===== src/rtl/uart_fifo_ext.sv =====
`timescale 1ns/1ps
// uart_fifo_ext: buffered UART with independent TX and RX shift engines.
// Line format: DATA_BITS data bits, optional odd/even parity, 1 or 2 stop bits.
// Each RX FIFO entry holds {frame_err, parity_err, data[7:0]}.
//
// TX FSM
//   state     | meaning
//   TX_IDLE   | line high, waiting for the TX FIFO to become non-empty
//   TX_START  | driving the start bit (0)
//   TX_DATA   | driving data bits, LSB first
//   TX_PARITY | driving the parity bit (only when PARITY != 0)
//   TX_STOP   | driving STOP_BITS bit times of 1
//
// RX FSM
//   state        | meaning
//   RX_IDLE      | waiting for a synchronized 1->0 transition
//   RX_START_CHK | half a bit in, confirming the start bit is still low
//   RX_DATA      | sampling data bits at mid-bit
//   RX_PARITY    | sampling the parity bit (only when PARITY != 0)
//   RX_STOP      | sampling the first stop bit, then pushing the entry

// Small first-word fall-through FIFO, head visible straight from storage.
module uart_fifo_ext_fifo #(
  parameter int WIDTH = 8,
  parameter int DEPTH = 8,
  parameter int LW    = $clog2(DEPTH + 1)
) (
  input  logic             clk,
  input  logic             reset,
  input  logic             push,
  input  logic [WIDTH-1:0] push_data,
  input  logic             pop,
  output logic [WIDTH-1:0] head,
  output logic             full,
  output logic             empty,
  output logic [LW-1:0]    level
);
  localparam int PW = $clog2(DEPTH);

  logic [WIDTH-1:0] mem [DEPTH];
  logic [PW-1:0]    wr_ptr;
  logic [PW-1:0]    rd_ptr;
  logic [LW-1:0]    count;
  logic             do_push;
  logic             do_pop;

  assign full    = (count == LW'(DEPTH));
  assign empty   = (count == '0);
  assign do_push = push && !full;
  assign do_pop  = pop && !empty;
  assign head    = mem[rd_ptr];
  assign level   = count;

  // Storage, pointers (wrap naturally at power-of-2 depth) and occupancy.
  always_ff @(posedge clk or negedge reset) begin
    if (!reset) begin
      for (int i = 0; i < DEPTH; i++) mem[i] <= '0;
      wr_ptr <= '0;
      rd_ptr <= '0;
      count  <= '0;
    end else begin
      if (do_push) begin
        mem[wr_ptr] <= push_data;
        wr_ptr      <= wr_ptr + PW'(1);
      end
      if (do_pop) rd_ptr <= rd_ptr + PW'(1);
      case ({do_push, do_pop})
        2'b10:   count <= count + LW'(1);
        2'b01:   count <= count - LW'(1);
        default: count <= count;
      endcase
    end
  end
endmodule

module uart_fifo_ext #(
  parameter int CLOCK_FREQ = 125_000_000,
  parameter int BAUD_RATE  = 115_200,
  parameter int DATA_BITS  = 8,
  parameter int PARITY     = 0,
  parameter int STOP_BITS  = 1,
  parameter int FIFO_DEPTH = 8,
  localparam int LW        = $clog2(FIFO_DEPTH + 1)
) (
  input  logic          clk,
  input  logic          reset,
  input  logic [7:0]    data_in,
  input  logic          data_in_valid,
  output logic          data_in_ready,
  output logic [7:0]    data_out,
  output logic          data_out_frame_err,
  output logic          data_out_parity_err,
  output logic          data_out_valid,
  input  logic          data_out_ready,
  output logic          overrun,
  input  logic          err_clear,
  output logic [LW-1:0] tx_level,
  output logic [LW-1:0] rx_level,
  input  logic          serial_in,
  output logic          serial_out
);
  localparam int CLKS_PER_BIT = CLOCK_FREQ / BAUD_RATE;
  localparam int HALF_BIT     = CLKS_PER_BIT / 2;
  localparam int STOP_LEN     = STOP_BITS * CLKS_PER_BIT;
  localparam int TW           = $clog2(STOP_LEN + 1);

  localparam logic [TW-1:0] BIT_RELOAD  = TW'(CLKS_PER_BIT - 1);
  localparam logic [TW-1:0] HALF_RELOAD = TW'(HALF_BIT - 1);
  localparam logic [TW-1:0] STOP_RELOAD = TW'(STOP_LEN - 1);
  localparam logic [7:0]    DATA_MASK   = 8'((16'd1 << DATA_BITS) - 16'd1);
  localparam logic [2:0]    LAST_BIT    = 3'(DATA_BITS - 1);
  localparam logic          PAR_ODD     = (PARITY == 1);
  localparam logic          PAR_EN      = (PARITY != 0);

  typedef enum logic [2:0] {
    TX_IDLE, TX_START, TX_DATA, TX_PARITY, TX_STOP
  } tx_state_t;

  typedef enum logic [2:0] {
    RX_IDLE, RX_START_CHK, RX_DATA, RX_PARITY, RX_STOP
  } rx_state_t;

  // ---------------- FIFOs ----------------
  logic [7:0] tx_head;
  logic       tx_full;
  logic       tx_empty;
  logic       tx_pop;

  logic [9:0] rx_head;
  logic [9:0] rx_entry;
  logic       rx_full;
  logic       rx_empty;
  logic       rx_push;

  uart_fifo_ext_fifo #(.WIDTH(8), .DEPTH(FIFO_DEPTH), .LW(LW)) u_tx_fifo (
    .clk       (clk),
    .reset     (reset),
    .push      (data_in_valid),
    .push_data (data_in),
    .pop       (tx_pop),
    .head      (tx_head),
    .full      (tx_full),
    .empty     (tx_empty),
    .level     (tx_level)
  );

  uart_fifo_ext_fifo #(.WIDTH(10), .DEPTH(FIFO_DEPTH), .LW(LW)) u_rx_fifo (
    .clk       (clk),
    .reset     (reset),
    .push      (rx_push),
    .push_data (rx_entry),
    .pop       (data_out_ready),
    .head      (rx_head),
    .full      (rx_full),
    .empty     (rx_empty),
    .level     (rx_level)
  );

  assign data_in_ready       = !tx_full;
  assign data_out_valid      = !rx_empty;
  assign data_out            = rx_head[7:0];
  assign data_out_parity_err = rx_head[8];
  assign data_out_frame_err  = rx_head[9];

  // ---------------- TX engine ----------------
  tx_state_t     tx_state;
  tx_state_t     tx_state_nxt;
  logic [TW-1:0] tx_timer;
  logic [TW-1:0] tx_reload;
  logic          tx_tc;
  logic [7:0]    tx_shift;
  logic [2:0]    tx_bit_cnt;
  logic          tx_par;
  logic          tx_line;

  assign tx_tc = (tx_timer == '0);

  // TX state register.
  always_ff @(posedge clk or negedge reset) begin
    if (!reset) tx_state <= TX_IDLE;
    else        tx_state <= tx_state_nxt;
  end

  // TX next state; a frame ending with data queued goes straight to START.
  always_comb begin
    tx_state_nxt = tx_state;
    case (tx_state)
      TX_IDLE:   if (!tx_empty) tx_state_nxt = TX_START;
      TX_START:  if (tx_tc) tx_state_nxt = TX_DATA;
      TX_DATA:   if (tx_tc && tx_bit_cnt == LAST_BIT)
                   tx_state_nxt = PAR_EN ? TX_PARITY : TX_STOP;
      TX_PARITY: if (tx_tc) tx_state_nxt = TX_STOP;
      TX_STOP:   if (tx_tc) tx_state_nxt = tx_empty ? TX_IDLE : TX_START;
      default:   tx_state_nxt = TX_IDLE;
    endcase
  end

  // TX outputs: FIFO pop, line level and bit-timer reload for the next state.
  always_comb begin
    tx_pop = ((tx_state == TX_IDLE) || (tx_state == TX_STOP && tx_tc)) && !tx_empty;
    case (tx_state)
      TX_START:  tx_line = 1'b0;
      TX_DATA:   tx_line = tx_shift[0];
      TX_PARITY: tx_line = tx_par;
      default:   tx_line = 1'b1;
    endcase
    case (tx_state_nxt)
      TX_START, TX_DATA, TX_PARITY: tx_reload = BIT_RELOAD;
      TX_STOP:                      tx_reload = STOP_RELOAD;
      default:                      tx_reload = '0;
    endcase
  end

  // TX datapath: down-counting bit timer, shift register, parity, line flop.
  always_ff @(posedge clk or negedge reset) begin
    if (!reset) begin
      tx_timer   <= '0;
      tx_shift   <= '0;
      tx_bit_cnt <= '0;
      tx_par     <= 1'b0;
      serial_out <= 1'b1;
    end else begin
      tx_timer   <= tx_tc ? tx_reload : tx_timer - TW'(1);
      serial_out <= tx_line;
      if (tx_pop) begin
        tx_shift   <= tx_head & DATA_MASK;
        tx_bit_cnt <= '0;
        tx_par     <= (^(tx_head & DATA_MASK)) ^ PAR_ODD;
      end else if (tx_state == TX_DATA && tx_tc) begin
        tx_shift   <= tx_shift >> 1;
        tx_bit_cnt <= tx_bit_cnt + 3'd1;
      end
    end
  end

  // ---------------- RX engine ----------------
  rx_state_t     rx_state;
  rx_state_t     rx_state_nxt;
  logic [TW-1:0] rx_timer;
  logic [TW-1:0] rx_reload;
  logic          rx_tc;
  logic          rx_sync1;
  logic          rx_sync2;
  logic          rx_prev;
  logic          rx_fall;
  logic [7:0]    rx_shift;
  logic [7:0]    rx_shift_nxt;
  logic [2:0]    rx_bit_cnt;
  logic          rx_par_err;

  assign rx_tc    = (rx_timer == '0);
  assign rx_fall  = rx_prev && !rx_sync2;
  assign rx_entry = {~rx_sync2, rx_par_err, rx_shift};

  // Two-flop synchronizer plus one delayed copy for edge detection; idles high.
  always_ff @(posedge clk or negedge reset) begin
    if (!reset) begin
      rx_sync1 <= 1'b1;
      rx_sync2 <= 1'b1;
      rx_prev  <= 1'b1;
    end else begin
      rx_sync1 <= serial_in;
      rx_sync2 <= rx_sync1;
      rx_prev  <= rx_sync2;
    end
  end

  // RX state register.
  always_ff @(posedge clk or negedge reset) begin
    if (!reset) rx_state <= RX_IDLE;
    else        rx_state <= rx_state_nxt;
  end

  // RX next state; a high sample at half-bit is a glitch, not a start bit.
  always_comb begin
    rx_state_nxt = rx_state;
    case (rx_state)
      RX_IDLE:      if (rx_fall) rx_state_nxt = RX_START_CHK;
      RX_START_CHK: if (rx_tc) rx_state_nxt = rx_sync2 ? RX_IDLE : RX_DATA;
      RX_DATA:      if (rx_tc && rx_bit_cnt == LAST_BIT)
                      rx_state_nxt = PAR_EN ? RX_PARITY : RX_STOP;
      RX_PARITY:    if (rx_tc) rx_state_nxt = RX_STOP;
      RX_STOP:      if (rx_tc) rx_state_nxt = RX_IDLE;
      default:      rx_state_nxt = RX_IDLE;
    endcase
  end

  // RX outputs: push at the stop sample, timer reload, next shift value.
  always_comb begin
    rx_push = (rx_state == RX_STOP) && rx_tc;
    case (rx_state_nxt)
      RX_START_CHK:                rx_reload = HALF_RELOAD;
      RX_DATA, RX_PARITY, RX_STOP: rx_reload = BIT_RELOAD;
      default:                     rx_reload = '0;
    endcase
    rx_shift_nxt = {1'b0, rx_shift[7:1]};
    rx_shift_nxt[DATA_BITS-1] = rx_sync2;
  end

  // RX datapath: bit timer, data assembly and parity check.
  always_ff @(posedge clk or negedge reset) begin
    if (!reset) begin
      rx_timer   <= '0;
      rx_shift   <= '0;
      rx_bit_cnt <= '0;
      rx_par_err <= 1'b0;
    end else begin
      rx_timer <= rx_tc ? rx_reload : rx_timer - TW'(1);
      if (rx_state == RX_START_CHK) begin
        rx_shift   <= '0;
        rx_bit_cnt <= '0;
        rx_par_err <= 1'b0;
      end else if (rx_state == RX_DATA && rx_tc) begin
        rx_shift   <= rx_shift_nxt;
        rx_bit_cnt <= rx_bit_cnt + 3'd1;
      end else if (rx_state == RX_PARITY && rx_tc) begin
        rx_par_err <= rx_sync2 ^ (^rx_shift) ^ PAR_ODD;
      end
    end
  end

  // Sticky overrun; a drop in the same cycle as err_clear wins.
  always_ff @(posedge clk or negedge reset) begin
    if (!reset)                  overrun <= 1'b0;
    else if (rx_push && rx_full) overrun <= 1'b1;
    else if (err_clear)          overrun <= 1'b0;
  end
endmodule


===== config.mk =====
export PLATFORM = sky130hd
export DESIGN_NAME = uart_fifo_ext
export DESIGN_NICKNAME = d
export VERILOG_FILES = /design/src/rtl/uart_fifo_ext.sv
export SDC_FILE = /design/constraint.sdc
export NUM_CORES = 1
export LEC_CHECK = 0
export BUFFER_PORTS_ARGS = -buffer_cell sky130_fd_sc_hd__buf_4
export CAP_MARGIN = 20
export CORE_UTILIZATION = 55
export DETAILED_ROUTE_END_ITERATION = 8
export PLACE_DENSITY = 0.69
export SETUP_SLACK_MARGIN = 0.5
export SYNTH_ARGS = -nofsm -noshare
export SYNTH_HDL_FRONTEND = slang
export SYNTH_HIERARCHICAL = 1
export SYNTH_SLANG_ARGS = --single-unit

===== constraint.sdc =====
create_clock -name clk -period 5.3 [get_ports clk]
set_input_delay 0.795 -clock clk [delete_from_list [all_inputs] [get_ports clk]]
set_output_delay 0.795 -clock clk [all_outputs]
set_load 0.02 [all_outputs]

; ---- Word level (Yosys, flattened, before mapping)
; Cells that the tools add are included.
; Widths: inputs -> output; s select.
[totals]
reg_bits = 221
latch_bits = 0
ramBits = 0
romBits = 0
input_bits = 14
out_inout_bits = 22
wordCells = 171
memories = 0
[op_classes]
n_addsub = 12
multipliers = 0
n_div = 0
magnitude_cmp = 6
n_eq_ne = 25
shifts = 0
n_mux = 46
bitwise_logic = 6
n_reduce_logical = 39
[op_table]
columns = operator, count
row1 = $bwmux 80, 1
row2 = $bwmux 64, 1
row3 = $mux 8, 7
row4 = $mux 3, 14
row5 = $mux 11, 3
row6 = $bmux 10 s3, 1
row7 = $demux 10 s3, 1
row8 = $mux 10, 3
row9 = $pmux 3 s5, 2
row10 = $bmux 8 s3, 1
row11 = $demux 8 s3, 1
row12 = $eq 3x2->1 const B, 8
row13 = $logic_not 11->1, 2
row14 = $pmux 11 s2, 1
row15 = $sub 11x1->11 const B, 2
row16 = $add 3x1->3 const B, 6
row17 = $eq 3x3->1 const B, 6
row18 = $ge 4x4->1 const B, 4
row19 = $logic_and 1x1->1, 16
row20 = $not 3->4, 4
row21 = $pmux 4 s2, 2
row22 = $reduce_xor 8->1, 2
row23 = $eq 3x1->1 const B, 4
row24 = $reduce_bool 2->1, 6
row25 = 19 further kinds, 36

; ---- Depth between registers and ports, before layout
; Gate-level depths: netlist of run 1.
[logic_depth]
depth_word = 8
ltp_mapped = 13
depth_no_buf = 12

; ---- Hierarchy
; The synthesis of run 1 kept the hierarchy.
[by_module_without_submodules]
columns = mod, instances, cells_per_inst, area_each_um2, seq_area_each_um2
row1 = uart_fifo_ext_fifo (u_rx_fifo), 1, 268, 4330.4, 2252.2
row2 = uart_fifo_ext_fifo (u_tx_fifo), 1, 228, 3684.8, 1851.8
row3 = uart_fifo_ext, 1, 318, 3049.2, 1431.4

; ---- Worst setup path after synthesis of run 1
; No wires, ideal clock.
[synth_timing]
path_kind = register -> register
from = reg rx_timer[5]
to = reg u_rx_fifo.count[3], in the netlist u_rx_fifo/level[3]
setup_ns = 0.134
t_arrival_ns = 3.944
slack_ns = 1.222
stages_incl_launch_ff = 11
cell_sequence = dfrtp_1 > or4_1 > buf_2 > or4b_4 > nor4b_1 > nand2_1 > ha_1 > ha_1 > or4b_2 > o311ai_0 > o211ai_1
[synth_between]
elab_chain_len = 5
elab_cells_between_ends = 7
[synth_lines]
columns = element, line
row1 = "start, declared", 239  ; logic [TW-1:0] rx_timer;
row2 = "start signal, assigned", 308  ; rx_timer <= rx_tc ? rx_reload : rx_timer - TW'(1);
row3 = $logic_not 11->1 *, 251  ; assign rx_tc = (rx_timer == '0);
row4 = $logic_and 1x1->1 *, 290  ; rx_push = (rx_state == RX_STOP) && rx_tc;
row5 = named net rx_push, 133  ; logic rx_push;
row6 = $logic_and 1x1->1 *, 49  ; assign do_push = push && !full;
row7 = $eq 2x1->1 or $eq 2x2->1 (tied branches), 67  ; case ({do_push, do_pop})
row8 = $pmux 4 s2 or $reduce_bool 2->1 (tied branches), -
row9 = "end signal, assigned", 68  ; 2'b10: count <= count + LW'(1);
row10 = "end signal, assigned", 69  ; 2'b01: count <= count - LW'(1);
row11 = "end signal, assigned", 70  ; default: count <= count;
row12 = "end, declared", 43  ; logic [LW-1:0] count;
; Mark *: on every way through the listed nets, which the timed path passes. The rest lies on a longest branch.
; A chain may end at the register's enable or synchronous reset.

; ---- Worst setup path in the final report of run 1
[layout_timing]
from = reg rx_timer[0]
to = reg u_rx_fifo.count[3], in the netlist u_rx_fifo/level[3]
; The elaborated chain is that of the path after synthesis.

==> results of run 1 <==
[critical path, delay by kind of cell, from the launching register on]
| kind | cells | cell delay (ns) |
|---|---|---|
| adder cells (fa/ha/maj) | 3 | 0.92 |
| buffers and inverters | 3 | 0.53 |
| flip-flops | 1 | 0.41 |
| AND/OR/NAND/NOR | 5 | 1.88 |
| AO/OA/AOI/OAI | 2 | 0.25 |
[final cells by class]
type / instances / area (um^2) / area share, %
Clock inverter: 6 / 36.3 / 0.295
Multi-Input combinational cell: 515 / 5140 / 41.9
Inverter: 35 / 141 / 1.15
Tap cell: 265 / 332 / 2.70
Clock buffer: 38 / 734 / 5.98
Timing Repair Buffer: 43 / 359 / 2.92
Sequential cell: 221 / 5540 / 45.1
[flip-flops by register name, indices dropped and copies added (netlist names), 3 cells and up]
name / count
tx_state: 3
tx_shift: 8
u_rx_fifo/mem: 80
tx_timer: 11
tx_bit_cnt: 3
u_tx_fifo/mem: 64
rx_timer: 11
rx_shift: 8
u_rx_fifo/level: 4
u_tx_fifo/wr_ptr: 3
u_rx_fifo/rd_ptr: 3
u_tx_fifo/rd_ptr: 3
u_tx_fifo/level: 4
rx_bit_cnt: 3
u_rx_fifo/wr_ptr: 3
rx_state: 3
[kinds of logic after synthesis]
family / after synthesis / share of synthesized area (%)
AOI/OAI and AO/OA: 79 / 4.67
xor gates and xnor gates: 39 / 3.21
adders and majority gates: 18 / 2.17
buffers and inverters: 78 / 3.61
DFF: 221 / 50.0
muxes: 213 / 27.0
and+or+nand+nor: 166 / 9.31
[power by group]
group,internal (uW),leakage [uW],total [uW],switching [uW]
Sequential,2050,0.00286,2410,367
Combinational,835,0.00233,1450,618
Clock,952,0.000385,1600,648
Total,3830,0.00558,5470,1630
[per-layer routing]
layer	up-vias	track usage, %	part of all wire, %
li1	3059	-	-
met1	3468	31.0	46
met2	122	37.2	49
met3	20	2.97	3.9
met4	0	4.93	1.6
met5	-	0	0
[final timing paths]
kind	end	slack, ns	start
min in group asynchronous	u_rx_fifo/mem[66]	0.45	reset
min	rx_sync2	0.35	rx_sync1
min reg2reg	rx_sync2	0.35	rx_sync1
max reg2reg	u_rx_fifo/level[3]	1.18	rx_timer[0]
max in group asynchronous	u_rx_fifo/mem[3]	3.74	reset
max	u_rx_fifo/level[3]	1.18	rx_timer[0]
[cell usage after synthesis (7+ instances only)]
| cell type | n |
|---|---|
| a21oi_1 | 16 |
| buf_6 | 11 |
| clkbuf_1 | 24 |
| dfrtp_1 | 217 |
| ha_1 | 16 |
| inv_1 | 33 |
| mux2_2 | 116 |
| mux2_4 | 52 |
| mux2i_1 | 9 |
| mux4_2 | 36 |
| nand2_1 | 28 |
| nand3_1 | 18 |
| nand4_1 | 13 |
| nor2_1 | 26 |
| nor3_1 | 18 |
| nor3b_1 | 11 |
| o21ai_0 | 30 |
| o311ai_0 | 14 |
| or4b_4 | 7 |
| xnor2_1 | 31 |
| xor2_1 | 7 |
[through the flow]
stage | hold WS [ns] | power [uW] | std cells | util, % | area (um^2)
2_1_floorplan | 0.345 | 3540 | 814 | - | 11100
3_3_place_gp | 0.347 | 3820 | 1077 | 58.6 | 11500
3_5_place_dp | 0.347 | 3900 | 1078 | 58.7 | 11500
4_1_cts | 0.356 | 5530 | 1122 | 62.7 | 12300
5_1_grt | 0.364 | 5780 | 1123 | 62.7 | 12300
6_report | 0.355 | 5470 | 1123 | 62.7 | 12300
==> reports/results.txt, run 1 <==
Worst slack, placed = 1.19 ns
# Post-CTS Setup Buffers = 0
Commonest non-fill, non-tap cell in the layout = dfrtp_1
Post-synthesis register bit count = 221
GRT overflow = 0
Fillers = 1,439
CTS tree = built
Leakage = 0.00558 uW
CTS clk-pin slew, worst paths = 0.05 ns
Max Root-Sink Buffers = 3
Outcome = completed
Syn Inst Count = 814
Vias in the first global route = 6,960
Yosys cell types = 56
Worst EP arrival = 4.49 ns
Global-route wire length before repair = 36,200 um
Global Route Usage Sum = 22.3%
Rel. slew slack = 26.1%
Gpl congestion = 0.794
Final setup viols = 0
DR iter-0 viols = 369
Number of detailed-route iterations in the first pass = 4
Buffers added on ports = 35
Core region area = 0.0196 mm^2
Crit path largest cell delay = 0.64 ns
H-tree depth = 1
Worst setup SP type = flop
Setup ws final = 1.18 ns
Setup TNS = 0 ns
Register area share after synthesis = 50.0%
Initial antenna violation count = 0
Final #Nets = 873
Final worst-path cycle share = 77.7%
Reg2reg path depth = 13
Critical Setup Path Class = flop to flop
Area share of the largest cell type after synthesis = 49.1%
Antenna diode count = 0
Total clock sinks = 221
Synth top area cells = dfrtp_1, mux2_2, mux4_2
Worst Tran Pin Value = 1.11 ns
Detail Route Antenna Nets = 0
Site Rows = 51
Die area = 0.0207 mm^2
CP endpoint kind = flop
Resized Gates After CTS = 0
CTS buffer count = 25
CTS Hold Bufs = 0
Power Density = 445 mW/mm^2
Area grow syn2layout = 11.0%
Post-Syn Area = 0.0111 mm^2
Share of cells above drive strength 1 = 36.6%
CP max FO = 14
Starting Density = 56.5%
Worst path slowest cell = or4b_2
Via-to-Cell Ratio = 5.94
Fin. max-slew vios = 0
Avg WL per Cell = 19.1 um
Worst-Skew Late Latency = 0.50 ns
# DRC = 0
Final hold violation count = 0
Syn Area/Cell = 13.6 um^2
Cell Chain, Critical Path = inv_1 > ha_1 > nor4b_2 > buf_4 > or4b_4 > nor4b_1 > buf_4 > nand2_1 > ha_1 > ha_1 > or4b_2 > o311ai_0 > o211ai_1
Syn. warnings = 6
DPL Wire Length = 13,900 um
Ys flop type = dfrtp_1
Area leader, netlist = dfrtp_1
Vias = 6,669
Peak Freq = 243 MHz
Post-synth EDFFs = 0
Ports = 36
Root buffer cell = clkbuf_16
Die height = 144 um
Total nets after synthesis = 846
Peak supply drop = 370 uV
Ys async rst share = 100%
Final Critical Period = 4.12 ns
Final wirelength = 21,400 um
Unrepaired setup endpoints after global routing = no
Skew final = 0.00833 ns
Most frequent CP cell = ha_1
Die width = 144 um
Hold Crit Class = flop to flop
Largest net degree at the start of global routing = 123
Max cap viols = 0
Most frequent cells in the layout = dfrtp_1, mux2_2, mux2_4
Required time worst endpoint = 5.67 ns
Hold Path Depth = 0
No activity file was read; power rests on OpenSTA's default activity.
==> run 2: changes to the inputs <==
ABC_AREA = 1   (was not set)
PLACE_DENSITY = 0.72   (was 0.69)
clock period = 3.72 ns   (was 5.3 ns; I/O delays follow)
==> run 2 against run 1 <==
Largest cell class is now multi-input combinational cells. Critical endpoint is now u_tx_fifo/level[3]. Critical path depth increased by 2. Die area up 8.0%. Design area is 5.8% higher. Non-clock buffer count increased by 10. Sequential power rose by 45%. The flow now finishes with violations (negative hold slack). Largest power group is now combinational logic.
==> reports/results.txt, run 2 <==
Outcome = complete, but fails checks (was completed)
Failing checks = negative hold slack
Setup TNS = 0 ns (unchanged)
Area grow syn2layout = 8.67% (was 11.0%)
DR iter-0 viols = 854 (was 369)
Cell with the most instances after synthesis = nand2_1 (was dfrtp_1)
# DRC = 0 (unchanged)
Power Density = 740 mW/mm^2 (was 445 mW/mm^2)
Syn Inst Count = 1,495 (was 814)
Die width = 149 um (was 144 um)
Reg2reg end = u_tx_fifo/level[3] (was u_rx_fifo/level[3])
Rel. slew slack = 41.1% (was 26.1%)
Final setup viols = 0 (unchanged)
Total power = 9610 uW (was 5470 uW)
CP max FO = 15 (was 14)
Fillers = 1,897 (was 1,439)
Required time worst endpoint = 4.12 ns (was 5.67 ns)
Leakage = 0.00669 uW (was 0.00558 uW)
Syn Area/Cell = 8.00 um^2 (was 13.6 um^2)
Buffers added on ports = 35 (unchanged)
CTS buffer count = 25 (unchanged)
Final wirelength = 28,200 um (was 21,400 um)
Routing usage on met3 = 2.96% (was 2.97%)
Ys flop type = dfrtp_1 (unchanged)
Commonest non-fill, non-tap cell in the layout = nand2_1 (was dfrtp_1)
Antenna diode count = 0 (unchanged)
Root buffer cell = clkbuf_16 (unchanged)
H-tree depth = 1 (unchanged)
Site Rows = 53 (was 51)
Critical Setup Path Class = flop to flop (unchanged)
Skew final = 0.00935 ns (was 0.00833 ns)
Worst EP arrival = 3.33 ns (was 4.49 ns)
Largest net degree at the start of global routing = 91 (was 123)
Die area = 0.0223 mm^2 (was 0.0207 mm^2)
Post-synth top cells = nand2_1, dfrtp_1, nand4_1 (was dfrtp_1, mux2_2, mux2_4)
Global Route Usage Sum = 26.0% (was 22.3%)
Ys async rst share = 100% (unchanged)
Share of cells above drive strength 1 = 10.8% (was 36.6%)
Vias in the first global route = 9,185 (was 6,960)
Placed instance count = 1,733 (was 1,078)
CP endpoint kind = flop (unchanged)
Syn. warnings = 6 (unchanged)
Gpl congestion = 0.819 (was 0.794)
Reg2reg path depth = 15 (was 13)
Via-to-Cell Ratio = 5.59 (was 5.94)
Area share of the largest cell type after synthesis = 45.4% (was 49.1%)
Die height = 149 um (was 144 um)
Crit path largest cell delay = 0.39 ns (was 0.64 ns)
Area leader, netlist = dfrtp_1 (unchanged)
CTS Hold Bufs = 0 (unchanged)
Cell Chain, Critical Path = inv_1 > ha_1 > nand2_1 > nor2_4 > nand3_4 > a21oi_4 > nand2_1 > inv_1 > ha_1 > ha_1 > or2_2 > nand2_1 > nand2_1 > nand3_1 > nand2_1 (was inv_1 > ha_1 > nor4b_2 > buf_4 > or4b_4 > nor4b_1 > buf_4 > nand2_1 > ha_1 > ha_1 > or4b_2 > o311ai_0 > o211ai_1)
Synth top area cells = dfrtp_1, nand2_1, nand4_1 (was dfrtp_1, mux2_2, mux4_2)
Non-filler instance count after layout = 1,775 (was 1,123)
Max cap viols = 0 (unchanged)
Yosys cell types = 44 (was 56)
Design area = 0.0130 mm^2 (was 0.0123 mm^2)
Final #Nets = 1,517 (was 873)
Vias = 9,931 (was 6,669)
Post-synth EDFFs = 0 (unchanged)
CTS clk-pin slew, worst paths = 0.06 ns (was 0.05 ns)
Cell Area, Placed = 0.0122 mm^2 (was 0.0115 mm^2)
Worst path slowest cell = dfrtp_1 (was or4b_2)
Max Root-Sink Buffers = 3 (unchanged)
Most frequent cells in the layout = nand2_1, dfrtp_1, nand4_1 (was dfrtp_1, mux2_2, mux2_4)
CTS tree = built (unchanged)
Largest register FFs = 80 (unchanged)
Number of detailed-route iterations in the first pass = 5 (was 4)
GRT busiest layer = met2 (unchanged)
Ports = 36 (unchanged)
Hold Crit Class = primary input to asynchronous set/reset pin (was flop to flop)
Peak Freq = 342 MHz (was 243 MHz)
Register area share after synthesis = 46.3% (was 50.0%)
Fin. max-slew vios = 0 (unchanged)
FF-to-FF Start = tx_timer[0] (was rx_timer[0])
Worst Tran Pin Value = 0.883 ns (was 1.11 ns)
Post-synthesis register bit count = 221 (unchanged)
Peak supply drop = 444 uV (was 370 uV)
Top flop regs = u_rx_fifo/mem x80, u_tx_fifo/mem x64 (unchanged)
Starting Density = 56.5% (about the same)
Resized Gates After CTS = 0 (unchanged)
Detail Route Antenna Nets = 0 (unchanged)
Core region area = 0.0212 mm^2 (was 0.0196 mm^2)
Final Critical Period = 2.92 ns (was 4.12 ns)
GRT overflow = 0 (unchanged)
# Post-CTS Setup Buffers = 0 (unchanged)
Unrepaired setup endpoints after global routing = no (unchanged)
Initial antenna violation count = 0 (unchanged)
Global-route wire length before repair = 46,700 um (was 36,200 um)
Total nets after synthesis = 1,527 (was 846)
Total clock sinks = 221 (unchanged)
Met1 GRT Util = 36.1% (was 31.0%)
Met2 Resource Use GR = 42.9% (was 37.2%)
Worst setup SP type = flop (unchanged)
Final hold slack = -0.00446 ns (was 0.355 ns)
DPL Wire Length = 17,500 um (was 13,900 um)
Final hold violation count = 1 (was 0)
Reg2reg setup slack = 0.80 ns (was 1.18 ns)
Post-Syn Area = 0.0120 mm^2 (was 0.0111 mm^2)
Most frequent CP cell = nand2_1 (was ha_1)
Final worst-path cycle share = 78.6% (was 77.7%)
Worst-Skew Late Latency = 0.52 ns (was 0.50 ns)
Avg WL per Cell = 15.9 um (was 19.1 um)
Top reg by flops = u_rx_fifo/mem (unchanged)
==> run 2: cell types whose count changed after synthesis, moves of 36 or more <==
| cell | before | now |
|---|---|---|
| nand4_1 | 13 | 145 |
| inv_1 | 33 | 77 |
| mux2_2 | 116 | 0 |
| mux4_2 | 36 | 0 |
| o21ai_0 | 30 | 91 |
| nor2_1 | 26 | 75 |
| nand2_1 | 28 | 589 |
| mux2_4 | 52 | 0 |
==> run 2: final cells by class <==
cell class                      instances  area (um^2)  share of cell area (%)
Clock buffer                           38          724                    5.57
Sequential cell                       221         5540                    42.6
Clock inverter                          4         70.1                   0.539
Timing Repair Buffer                   53          418                    3.22
Inverter                               91          345                    2.66
Multi-Input combinational cell       1093         5560                    42.8
Tap cell                              275          344                    2.65
==> run 2: worst max path at each step <==
stage / end / start / cells past startpoint / slack, ns
global placement: u_tx_fifo/level[3] / tx_timer[0] / 15 / 0.94
floorplan: u_rx_fifo/level[3] / rx_timer[0] / 18 / 0.73
global route: u_tx_fifo/level[3] / tx_timer[0] / 15 / 0.53
detailed placement: u_rx_fifo/level[3] / rx_timer[0] / 16 / 0.86
CTS: u_tx_fifo/level[3] / tx_timer[0] / 15 / 0.81
finish: u_tx_fifo/level[3] / tx_timer[0] / 15 / 0.80
==> run 2: kinds of logic (layout without fill, tap and decap cells) <==
group	count (synthesis)	after routing	share of synthesized area, %
AO/OA/AOI/OAI	149	149	6.58
XOR/XNOR	31	31	2.33
adder cells (fa/ha/maj)	18	18	2.01
buffers and inverters	181	186	7.40
flip-flops	221	221	46.3
AND/OR/NAND/NOR	895	895	35.4
==> run 2: routing by layer <==
layer  wire, um  part of all wire [%]
met2      13600                    48
met1      12500                    45
met3       1380                   4.9
met4        680                   2.4
met5          0                     0
==> run 2: report_power, final <==
group / switching, uW / internal [uW]
clock network: 956 / 1470
registers: 499 / 2990
logic: 2410 / 1290
==> run 2: worst max-delay path, delay by kind of cell, from the launching register on <==
kind                     cells  cell delay (ns)
AND/OR/NAND/NOR              9             1.17
adder cells (fa/ha/maj)      3             0.81
flip-flops                   1             0.39
AO/OA/AOI/OAI                1             0.27
buffers and inverters        2             0.20
==> run 2: stage by stage <==
step | setup WS, ns | utilization (%)
after floorplan | 0.734 | -
after global placement | 0.945 | 57.7
after detailed placement | 0.855 | 57.7
after CTS | 0.813 | 61.4
after global routing | 0.534 | 61.4
final | 0.797 | 61.4
==> run 3: changes to the inputs <==
ABC_AREA = 0   (was 1)
PLACE_DENSITY = 0.69   (was 0.72)
clock period = 2.85 ns   (was 3.72 ns; I/O delays follow)
==> run 3 against run 2 <==
The flow finishes with violations (negative setup slack). Worst setup slack worse by 1.1 ns. Sequential share of layout area is 1.8 points lower. Flip-flop and latch count did not move. Via count shrank 28%. Global-route usage decreased by 1.5 points. Critical path type unchanged. Largest cell class unchanged.
==> reports/results.txt, run 3 (synthesis results as in run 1) <==
Die height = 144 um (was 149 um)
Final hold violation count = 0 (was 1)
Die area = 0.0207 mm^2 (was 0.0223 mm^2)
Leakage = 0.00613 uW (was 0.00669 uW)
Setup TNS = -15.57 ns (was 0 ns)
Number of detailed-route iterations in the first pass = 5 (unchanged)
Critical Setup Path Class = flop to flop (unchanged)
Die width = 144 um (was 149 um)
Core region area = 0.0196 mm^2 (was 0.0212 mm^2)
CTS clk-pin slew, worst paths = 0.06 ns (about the same)
Starting Density = 56.5% (about the same)
CP endpoint kind = flop (unchanged)
Worst setup SP type = flop (unchanged)
Gpl congestion = 0.793 (was 0.819)
Ports = 36 (unchanged)
Area grow syn2layout = 22.7% (was 8.67%)
Max Root-Sink Buffers = 3 (unchanged)
Final hold slack = 0.0230 ns (was -0.00446 ns)
Final #Nets = 952 (was 1,517)
Hold Crit Class = primary input to flop (was primary input to asynchronous set/reset pin)
Detail Route Antenna Nets = 0 (unchanged)
Setup ws final = -0.338 ns (was 0.797 ns)
CTS buffer count = 24 (was 25)
Outcome = complete, but fails checks (unchanged)
H-tree depth = 1 (unchanged)
GRT overflow = 0 (unchanged)
Fin. max-slew vios = 0 (unchanged)
Final Critical Period = 3.19 ns (was 2.92 ns)
Most frequent cells in the layout = dfrtp_1, mux2_4, buf_4 (was nand2_1, dfrtp_1, nand4_1)
Failing checks = negative setup slack (was negative hold slack)
Global Route Usage Sum = 24.5% (was 26.0%)
Required time worst endpoint = 3.24 ns (was 4.12 ns)
Final setup viols = 83 (was 0)
Initial antenna violation count = 0 (unchanged)
Antenna diode count = 0 (unchanged)
Final wirelength = 24,500 um (was 28,200 um)
Power Density = 814 mW/mm^2 (was 740 mW/mm^2)
Worst EP arrival = 3.58 ns (was 3.33 ns)
Unrepaired setup endpoints after global routing = yes (was no)
Top flop regs = u_rx_fifo/mem x80, u_tx_fifo/mem x64 (unchanged)
Via-to-Cell Ratio = 5.91 (was 5.59)
Site Rows = 51 (was 53)
CTS tree = built (unchanged)
DPL Wire Length = 14,900 um (was 17,500 um)
Total clock sinks = 221 (unchanged)
Vias in the first global route = 7,439 (was 9,185)
Vias = 7,108 (was 9,931)
DR iter-0 viols = 384 (was 854)
Root buffer cell = clkbuf_16 (unchanged)
Share of cells above drive strength 1 = 46.2% (was 10.8%)
Worst Tran Pin Value = 0.858 ns (was 0.883 ns)
# DRC = 0 (unchanged)
Largest net degree at the start of global routing = 83 (was 91)
Global-route wire length before repair = 39,600 um (was 46,700 um)
Worst-Skew Late Latency = 0.51 ns (was 0.52 ns)
Commonest non-fill, non-tap cell in the layout = dfrtp_1 (was nand2_1)
Skew final = 0.0107 ns (was 0.00935 ns)
Core Util, Final = 69.3% (was 61.4%)
Avg WL per Cell = 20.4 um (was 15.9 um)
Top reg by flops = u_rx_fifo/mem (unchanged)
Rel. slew slack = 42.5% (was 41.1%)
Worst slack, placed = -0.526 ns (was 0.855 ns)
Max cap viols = 0 (unchanged)
Buffers added on ports = 35 (unchanged)
Largest register FFs = 80 (unchanged)
CP max FO = 5 (was 15)
Peak supply drop = 627 uV (was 444 uV)
Peak Freq = 314 MHz (was 342 MHz)
Final worst-path cycle share = 112% (was 78.6%)
[run 3: cell types whose count changed in the layout (fill, tap and decap cells not counted), moves of 31 or more]
cell     before  now
mux2_2        0   71
o21ai_0      91   28
mux2_4        0   97
mux4_2        0   36
inv_1        77   27
nor2_1       74   24
nand4_1     145   13
nand2_1     589   25
o21ai_1      33    2
[run 3: metal layers]
metal	vias to the layer above	routed length (um)	track usage, %
met3	23	884	3.40
met2	142	12300	41.7
li1	3229	-	-
met5	-	0	0
met1	3714	11000	33.4
met4	0	319	5.04
[run 3: report_power, final]
part / total (uW) / internal, uW / switching [uW]
Clock: 3000 / 1740 / 1250
Combinational: 3700 / 2110 / 1590
Sequential: 4360 / 3810 / 542
Total: 11100 / 7670 / 3390
[run 3: timing repair]
action / in CTS / in global routing
endpoints found under the hold margin: 64 / 0
pin swaps: 19 / 7
setup endpoints to repair: 112 / 113
hold buffers: 1 / 0
cloned: 5 / 2
gates resized for setup: 47 / 68
setup buffers: 19 / 13
[run 3: worst paths after layout]
check | from | to | slack (ns) | cells past startpoint
hold / removal | serial_in | rx_sync1 | 0.02 | 1
setup reg to reg | rx_timer[5] | u_rx_fifo/mem[64] | -0.34 | 9
max in group asynchronous | reset | tx_bit_cnt[1] | 1.52 | 3
min in group asynchronous | reset | u_rx_fifo/mem[75] | 0.51 | 2
hold reg to reg | rx_sync1 | rx_sync2 | 0.36 | 0
setup / recovery | rx_timer[5] | u_rx_fifo/mem[64] | -0.34 | 9
[run 3: layout make-up]
| class | count | area (um^2) |
|---|---|---|
| clock buffer | 30 | 664 |
| inverter | 35 | 154 |
| sequential | 221 | 5540 |
| multi-input combinational | 517 | 5610 |
| fill | 1278 | 6010 |
| clock inverter | 14 | 97.6 |
| tap | 265 | 332 |
| timing repair buffer | 121 | 1180 |
[run 3: worst max-delay path, stage by stage (launching register included)]
cell      delay (ns)
dfrtp_1         0.38
or4_4           0.54
or4b_4          0.52
nor4b_4         0.21
buf_4           0.19
buf_6           0.11
buf_8           0.12
nand2b_4        0.08
or4b_4          0.58
mux2_4          0.33
[run 3: stage by stage]
stage	cell area [um^2]	cells	total power (uW)
finish	13600	1203	11100
global route	13600	1203	11600
CTS	13200	1188	10900
detailed placement	12000	1119	7560
global placement	12000	1119	7370
floorplan	11300	814	6660
